File: config.mk
export PLATFORM = sky130hd
export DESIGN_NAME = mem_port_arbiter
export DESIGN_NICKNAME = d
export VERILOG_FILES = /design/src/rtl/mem_port_arbiter.sv
export SDC_FILE = /design/constraint.sdc
export NUM_CORES = 1
export LEC_CHECK = 0
export CAP_MARGIN = 10
export CORE_UTILIZATION = 46
export DETAILED_ROUTE_END_ITERATION = 8
export PLACE_DENSITY = 0.87
export SYNTH_ARGS = -nofsm -noshare
export SYNTH_HDL_FRONTEND = slang
export SYNTH_SLANG_ARGS = --single-unit
File: constraint.sdc
create_clock -name clk -period 3.5 [get_ports clk]
set_input_delay 0.525 -clock clk [delete_from_list [all_inputs] [get_ports clk]]
set_output_delay 0.525 -clock clk [all_outputs]
set_load 0.01 [all_outputs]
File: src/rtl/mem_port_arbiter.sv
// Shares one memory port between instruction fetch and data access.
// Fixed-latency issue/wait/done sequence with starvation-bounded priority.
module mem_port_arbiter #(
   parameter int ADDR_W     = 32,
   parameter int DATA_W     = 32,
   parameter int MEM_LAT    = 2,
   parameter int STARVE_MAX = 4
) (
   input  logic              clk,
   input  logic              rst,
   input  logic              if_req,
   input  logic [ADDR_W-1:0] if_addr,
   output logic              if_ack,
   output logic [DATA_W-1:0] if_rdata,
   input  logic              d_req,
   input  logic              d_we,
   input  logic [ADDR_W-1:0] d_addr,
   input  logic [DATA_W-1:0] d_wdata,
   input  logic [2:0]        d_funct3,
   output logic              d_ack,
   output logic [DATA_W-1:0] d_rdata,
   output logic              mem_en,
   output logic              mem_we,
   output logic [ADDR_W-1:0] mem_addr,
   output logic [DATA_W-1:0] mem_wdata,
   output logic [2:0]        mem_funct3,
   input  logic [DATA_W-1:0] mem_rdata,
   output logic              stall_if,
   output logic              stall_mem,
   output logic              busy
);

   typedef enum logic [1:0] {
      IDLE,
      ISSUE,
      WAIT,
      DONE
   } state_t;

   state_t            state_q, state_d;
   logic              own_q, own_d;
   logic              we_q, we_d;
   logic [ADDR_W-1:0] addr_q, addr_d;
   logic [DATA_W-1:0] wdata_q, wdata_d;
   logic [2:0]        f3_q, f3_d;
   logic [3:0]        starve_q, starve_d;
   logic [3:0]        cnt_q, cnt_d;
   logic [DATA_W-1:0] ifr_q, ifr_d;
   logic [DATA_W-1:0] dr_q, dr_d;
   logic              pick_d;
   logic              starved;
   logic              last_wait;

   assign starved   = (starve_q == 4'(STARVE_MAX));
   assign last_wait = (cnt_q <= 4'd1);

   // State and datapath registers; reset drops any transaction in flight.
   always_ff @(posedge clk or negedge rst) begin
      if (!rst) begin
         state_q  <= IDLE;
         own_q    <= 1'b0;
         we_q     <= 1'b0;
         addr_q   <= '0;
         wdata_q  <= '0;
         f3_q     <= '0;
         starve_q <= '0;
         cnt_q    <= '0;
         ifr_q    <= '0;
         dr_q     <= '0;
      end else begin
         state_q  <= state_d;
         own_q    <= own_d;
         we_q     <= we_d;
         addr_q   <= addr_d;
         wdata_q  <= wdata_d;
         f3_q     <= f3_d;
         starve_q <= starve_d;
         cnt_q    <= cnt_d;
         ifr_q    <= ifr_d;
         dr_q     <= dr_d;
      end
   end

   // Next-state sequencing: arbitrate only from IDLE.
   always_comb begin
      state_d = state_q;
      unique case (state_q)
         IDLE:    if (if_req || d_req) state_d = ISSUE;
         ISSUE:   state_d = WAIT;
         WAIT:    if (last_wait) state_d = DONE;
         DONE:    state_d = IDLE;
         default: state_d = IDLE;
      endcase
   end

   // Winner latch, starvation count, wait countdown and result capture.
   always_comb begin
      pick_d   = 1'b0;
      own_d    = own_q;
      we_d     = we_q;
      addr_d   = addr_q;
      wdata_d  = wdata_q;
      f3_d     = f3_q;
      starve_d = starve_q;
      cnt_d    = cnt_q;
      ifr_d    = ifr_q;
      dr_d     = dr_q;
      unique case (state_q)
         IDLE: begin
            pick_d = d_req && !(if_req && starved);
            if (if_req || d_req) begin
               own_d = pick_d;
               if (pick_d) begin
                  we_d    = d_we;
                  addr_d  = d_addr;
                  wdata_d = d_wdata;
                  f3_d    = d_funct3;
                  if (if_req && !starved)
                     starve_d = starve_q + 4'd1;
               end else begin
                  we_d     = 1'b0;
                  addr_d   = if_addr;
                  wdata_d  = '0;
                  f3_d     = 3'b010;
                  starve_d = '0;
               end
            end
         end
         ISSUE: cnt_d = 4'(MEM_LAT);
         WAIT: begin
            if (last_wait) begin
               cnt_d = '0;
               if (own_q)
                  dr_d = we_q ? '0 : mem_rdata;
               else
                  ifr_d = mem_rdata;
            end else begin
               cnt_d = cnt_q - 4'd1;
            end
         end
         default: ;
      endcase
   end

   // Memory strobes only in ISSUE; acks only in DONE for the owner.
   always_comb begin
      mem_en     = (state_q == ISSUE);
      mem_we     = (state_q == ISSUE) && we_q;
      mem_addr   = addr_q;
      mem_wdata  = wdata_q;
      mem_funct3 = f3_q;
      if_ack     = (state_q == DONE) && !own_q;
      d_ack      = (state_q == DONE) && own_q;
      if_rdata   = ifr_q;
      d_rdata    = dr_q;
      busy       = (state_q != IDLE);
      stall_if   = if_req && !((state_q == DONE) && !own_q);
      stall_mem  = d_req && !((state_q == DONE) && own_q);
   end

endmodule

Word level (Yosys, flattened, before mapping):

Index checks and enable logic that the tools add are counted.
W data, S select, Z words.

* bits in registers: 143
* bits of input ports: 136
* output and inout bits: 138
* word-level logic and storage cells: 55

* add/subtract/negate cells: 2
* $lt $le $gt $ge: 1
* equal/unequal tests: 7
* mux-type cells: 12
* bitwise gates (word level): 1
* reduce and logical (&&, ||, !) cells: 22

Operators by type and width (number)
* $mux W32: 3
* $mux W4: 3
* $reduce_and A3 Y1: 3
* $logic_and A1 B1 Y1: 8
* $pmux W2 S4: 1
* $pmux W4 S2: 1
* $logic_not A1 Y1: 5
* $add A4 B1 Y4 const B: 1
* $eq A2 B2 Y1 const B: 2
* $eq A4 B3 Y1 const B: 1
* $le A4 B1 Y1 const B: 1
* $mux W2: 2
* $ne A2 B2 Y1 const B: 2
* $reduce_and A2 Y1: 2
* $reduce_bool A2 Y1: 2
* $sub A4 B1 Y4 const B: 1
* $mux W3: 1
* $eq A2 B1 Y1 const B: 1
* $logic_not A2 Y1: 1
* $ne A2 B1 Y1 const B: 1
* $logic_or A1 B1 Y1: 1
* $mux W1: 1
* $not A1 Y1: 1

Depth between registers and ports, before layout:

* word-level depth: 6
* mapped depth: 8
* gate-level depth less buffers: 6

Least setup slack after synthesis:

Ideal clock, no wire load.

* path type: flip-flop to flip-flop
* start point: register cnt_q[0]
* end point: register dr_q[10], in the netlist d_rdata[10]
* setup time: 125 ps
* arrival time: 1550 ps
* path slack: 1825 ps
* cell stages (with the launch flop): 8
* buffers on the path: 1
* clock period less this slack: 1675 ps
* cells stage by stage: dfrtp_1 -> inv_1 -> ha_1 -> nor2_1 -> nor3_4 -> nand3_4 -> buf_6 -> mux2_4

* longest elaborated chain between the ends: 2

Ends and longest elaborated chain
* from (decl): line 47 `logic [3:0] cnt_q, cnt_d;`
* from (signal assigned): line 78 `cnt_q <= cnt_d;`
* $le A4 B1 Y1: line 55 `assign last_wait = (cnt_q <= 4'd1);`
* $reduce_and A3 Y1 (no line)
* to (signal assigned): line 80 `dr_q <= dr_d;`
* to (decl): line 49 `logic [DATA_W-1:0] dr_q, dr_d;`

No other way between the ends.
A chain may end at the register's enable or synchronous reset.

Worst setup path in the final report:

* start point: register state_q[1]
* end point: output busy

* longest elaborated chain between the ends: 1

Ends and longest elaborated chain
* from (decl): line 40 `state_t state_q, state_d;`
* from (signal assigned): line 71 `state_q <= state_d;`
* $reduce_bool A2 Y1: line 156 `busy = (state_q != IDLE);`
* to (decl): line 30 `output logic busy`

No other way between the ends.

==> results.md <==
* Clk pwr share at 0.204
* Post-synth top area cell: dfrtp_1
* Synth Register Bits at between 100 and 150
* Post-route ant nets at 0
* Number of port buffers at between 200 and 300
* Post-synth top cells: dfrtp_1 (143), a21oi_1 (65), mux2_4 (60)
* Synth top area share at 0.575
* Routed wire per std cell at between 15 and 20 µm
* Total CTS buffers at 17
* Most common cell in the netlist: dfrtp_1
* Synth-to-Final Area Change at 55.8%
* Synth async-reset ratio at 1.00
* Syn Nets at 643
* RSZ-0062 raised after global routing: no
* FF-to-FF setup slack at around 1200 ps
* Insertion delay to the later sink of the worst-skew pair at 420 ps
* Primary FF master, synth: dfrtp_1
* Combinational share of power at 0.464
* Final Non-Filler Cells at approximately 960
* CORE AREA at 13200 µm²
* Max transition margin at 0.522
* Post-Place Cells at between 900 and 1000
* Clock Pin Slew Worst Setup and Hold Paths at around 60 ps
* Post-synth EDFFs at 0
* Die area at ~14000 µm²
* Vias in the first global route at roughly 5300
* 1st-pass router iterations at 4
* Slew Viols, Final at 0
* Worst-case clock skew at approximately 7.5 ps
* GR Util All Layers at 0.270
* Fillers at 850
* Nets at 913
* Hold-fix buffers, CTS at 0
* Core Rows at between 40 and 50
* Switching pwr at 2.94 mW
* Measured slew at the worst slew-check pin at 715 ps
* Critical path type: reg2out
* Seq pwr share at 0.333
* Final Hold Viols at 0
* Sequential area share after synthesis at 0.575
* Worst path required time at 2970 ps
* Switching Share at 0.329
* Gpl congestion at between 0.8 and 0.9
* Final period utilization at 0.722
* Leak at between 4 and 5 nW
* Placed wire-length estimate at between 10 and 15 mm
* Layout cells sized above 1 at 0.142
* CTS tree: done
* Ys Warns at 0
* Final WL at about 18 mm
* CP Data Arrival Time at ~2000 ps
* Status: finished clean
* Largest net degree at the start of global routing at 128
* Max-cap violations at 0
* Setup crit end kind: primary output
* Post-Syn Area at about 6200 µm²
* GRT Residual Overflow at 0
* H-Tree Depth at 4
* Worst setup SP type: flop
* Total number of vias at just over 5000
* First-pass GRT wire length at roughly 29 mm
* Clock buffer depth at 2
* DRC viols at 0
* Number of antenna diodes at 0
* Initial DRC Count at between 300 and 400
* Syn avg cell area at 12.5 µm²
* Fin crit period at around 2500 ps
* Setup TNS at 0 ps
* Largest cells by area after synthesis: dfrtp_1 (57%), mux2_4 (14%), a21oi_1 (5.2%)
* Worst R2R Start: cnt_q[0]$_DFFE_PN0P_
* Post-cts sizing count at 0
* Final setup viols at 0
* Reg2Reg Depth at 6
* Die Wd at 118 µm
* Clock Sinks at around 140
* Vias per cell at between 5 and 6
* Initial antenna violation count at 0
* Die H at ~120 µm
* VDD IR max at roughly 0.45 mV
* Starting density of the core at 0.470
* Hold WC Path Type: in2async
* FF-to-FF End: if_rdata[16]$_DFFE_PN0P_
* Distinct cell type count after synthesis at 34
* Fmax at a little under 0.4 GHz
* Worst hold slack at roughly 75 ps
* Crit-path max FO at 7
* Internal power at roughly 6.0 mW
* Clk root buf: clkbuf_16
* # IOs at 274
* Cell count after synthesis at roughly 500
* Setup bufs post-CTS at 0
* Pwr per Cell Area at between 900 and 1000 nW/µm²
* Layout Utilization at 0.733
how the worst max path moves through the flow:
stage / to / depth (start not counted) / start
after floorplan: d_rdata[10]$_DFFE_PN0P_ / 7 / cnt_q[0]$_DFFE_PN0P_
after global placement: mem_wdata[15]$_DFFE_PN0P_ / 6 / if_req
after detailed placement: mem_wdata[20]$_DFFE_PN0P_ / 6 / if_req
after CTS: busy / 4 / state_q[1]$_DFFE_PN0P_
after global routing: busy / 4 / state_q[0]$_DFFE_PN0P_
final: busy / 4 / state_q[1]$_DFFE_PN0P_
area by class of cell:
class                           instances  area (µm²)  area share
Sequential cell                       143        3580       0.369
Timing Repair Buffer                  280        2820       0.290
Multi-Input combinational cell        318        2460       0.253
Clock buffer                           22         484      0.0499
Tap cell                              176         220      0.0227
Clock inverter                         10         109      0.0112
Inverter                                9        33.8     0.00348
cells by family (layout without fill, tap and decap cells):
logic type,after synthesis,count (layout),share of synthesized area
buffers and inverters,38,321,0.0323
AND/OR/NAND/NOR,128,128,0.104
AO/OA/AOI/OAI,116,116,0.117
flip-flops,143,143,0.575
adder cells (fa/ha/maj),8,8,0.0161
multiplexers,66,66,0.155
registers in the layout (all words and copies together) (netlist names):
signal and count:
own_q 1, mem_funct3 3, state_q 2, if_rdata 32, d_rdata 32, cnt_q 4, starve_q 4, mem_addr 32
mem_wdata 32, we_q 1
worst max-delay path: stages (launching register included):
cell             delay [ps]
dfrtp_1                 410
inv_1                    90
ha_1                    300
inv_1                   210
clkdlybuf4s50_1         570
cells in the final DEF, fill, tap and decap left out, drive strengths merged, types with 3 or more instances in the layout:
cell	instances
mux2	65
and2	3
clkinv	5
nand3	3
nor2	36
nor2b	36
a22o	35
nand2	40
dfrtp	143
buf	8
clkdlybuf4s50	272
inv	10
nor3	4
clkbuf	22
ha	8
o21ai	10
a21oi	65
per-layer routing:
layer	wire, µm	track usage	share of wire
met3	1500	0.0965	0.082
met5	0	0	0
met2	9260	0.454	0.50
met1	7200	0.314	0.39
met4	415	0.107	0.023
power groups by stage:
stage	registers, mW	logic, mW	clock network [mW]
detailed placement	2.96	4.12	0
CTS	2.96	4.16	1.85
global placement	2.91	3.99	0
floorplan	3.24	1.65	0
finish	2.98	4.15	1.82
global route	3.06	4.42	1.92
stage by stage:
step / setup WS [ps] / cell area [µm²] / power (mW)
2_1_floorplan: 1830 / 6230 / 4.88
3_3_place_gp: 1010 / 9080 / 6.90
3_5_place_dp: 903 / 9080 / 7.08
4_1_cts: 926 / 9680 / 8.97
5_1_grt: 874 / 9700 / 9.39
6_report: 975 / 9700 / 8.95
(Power assumes the default switching activity.)
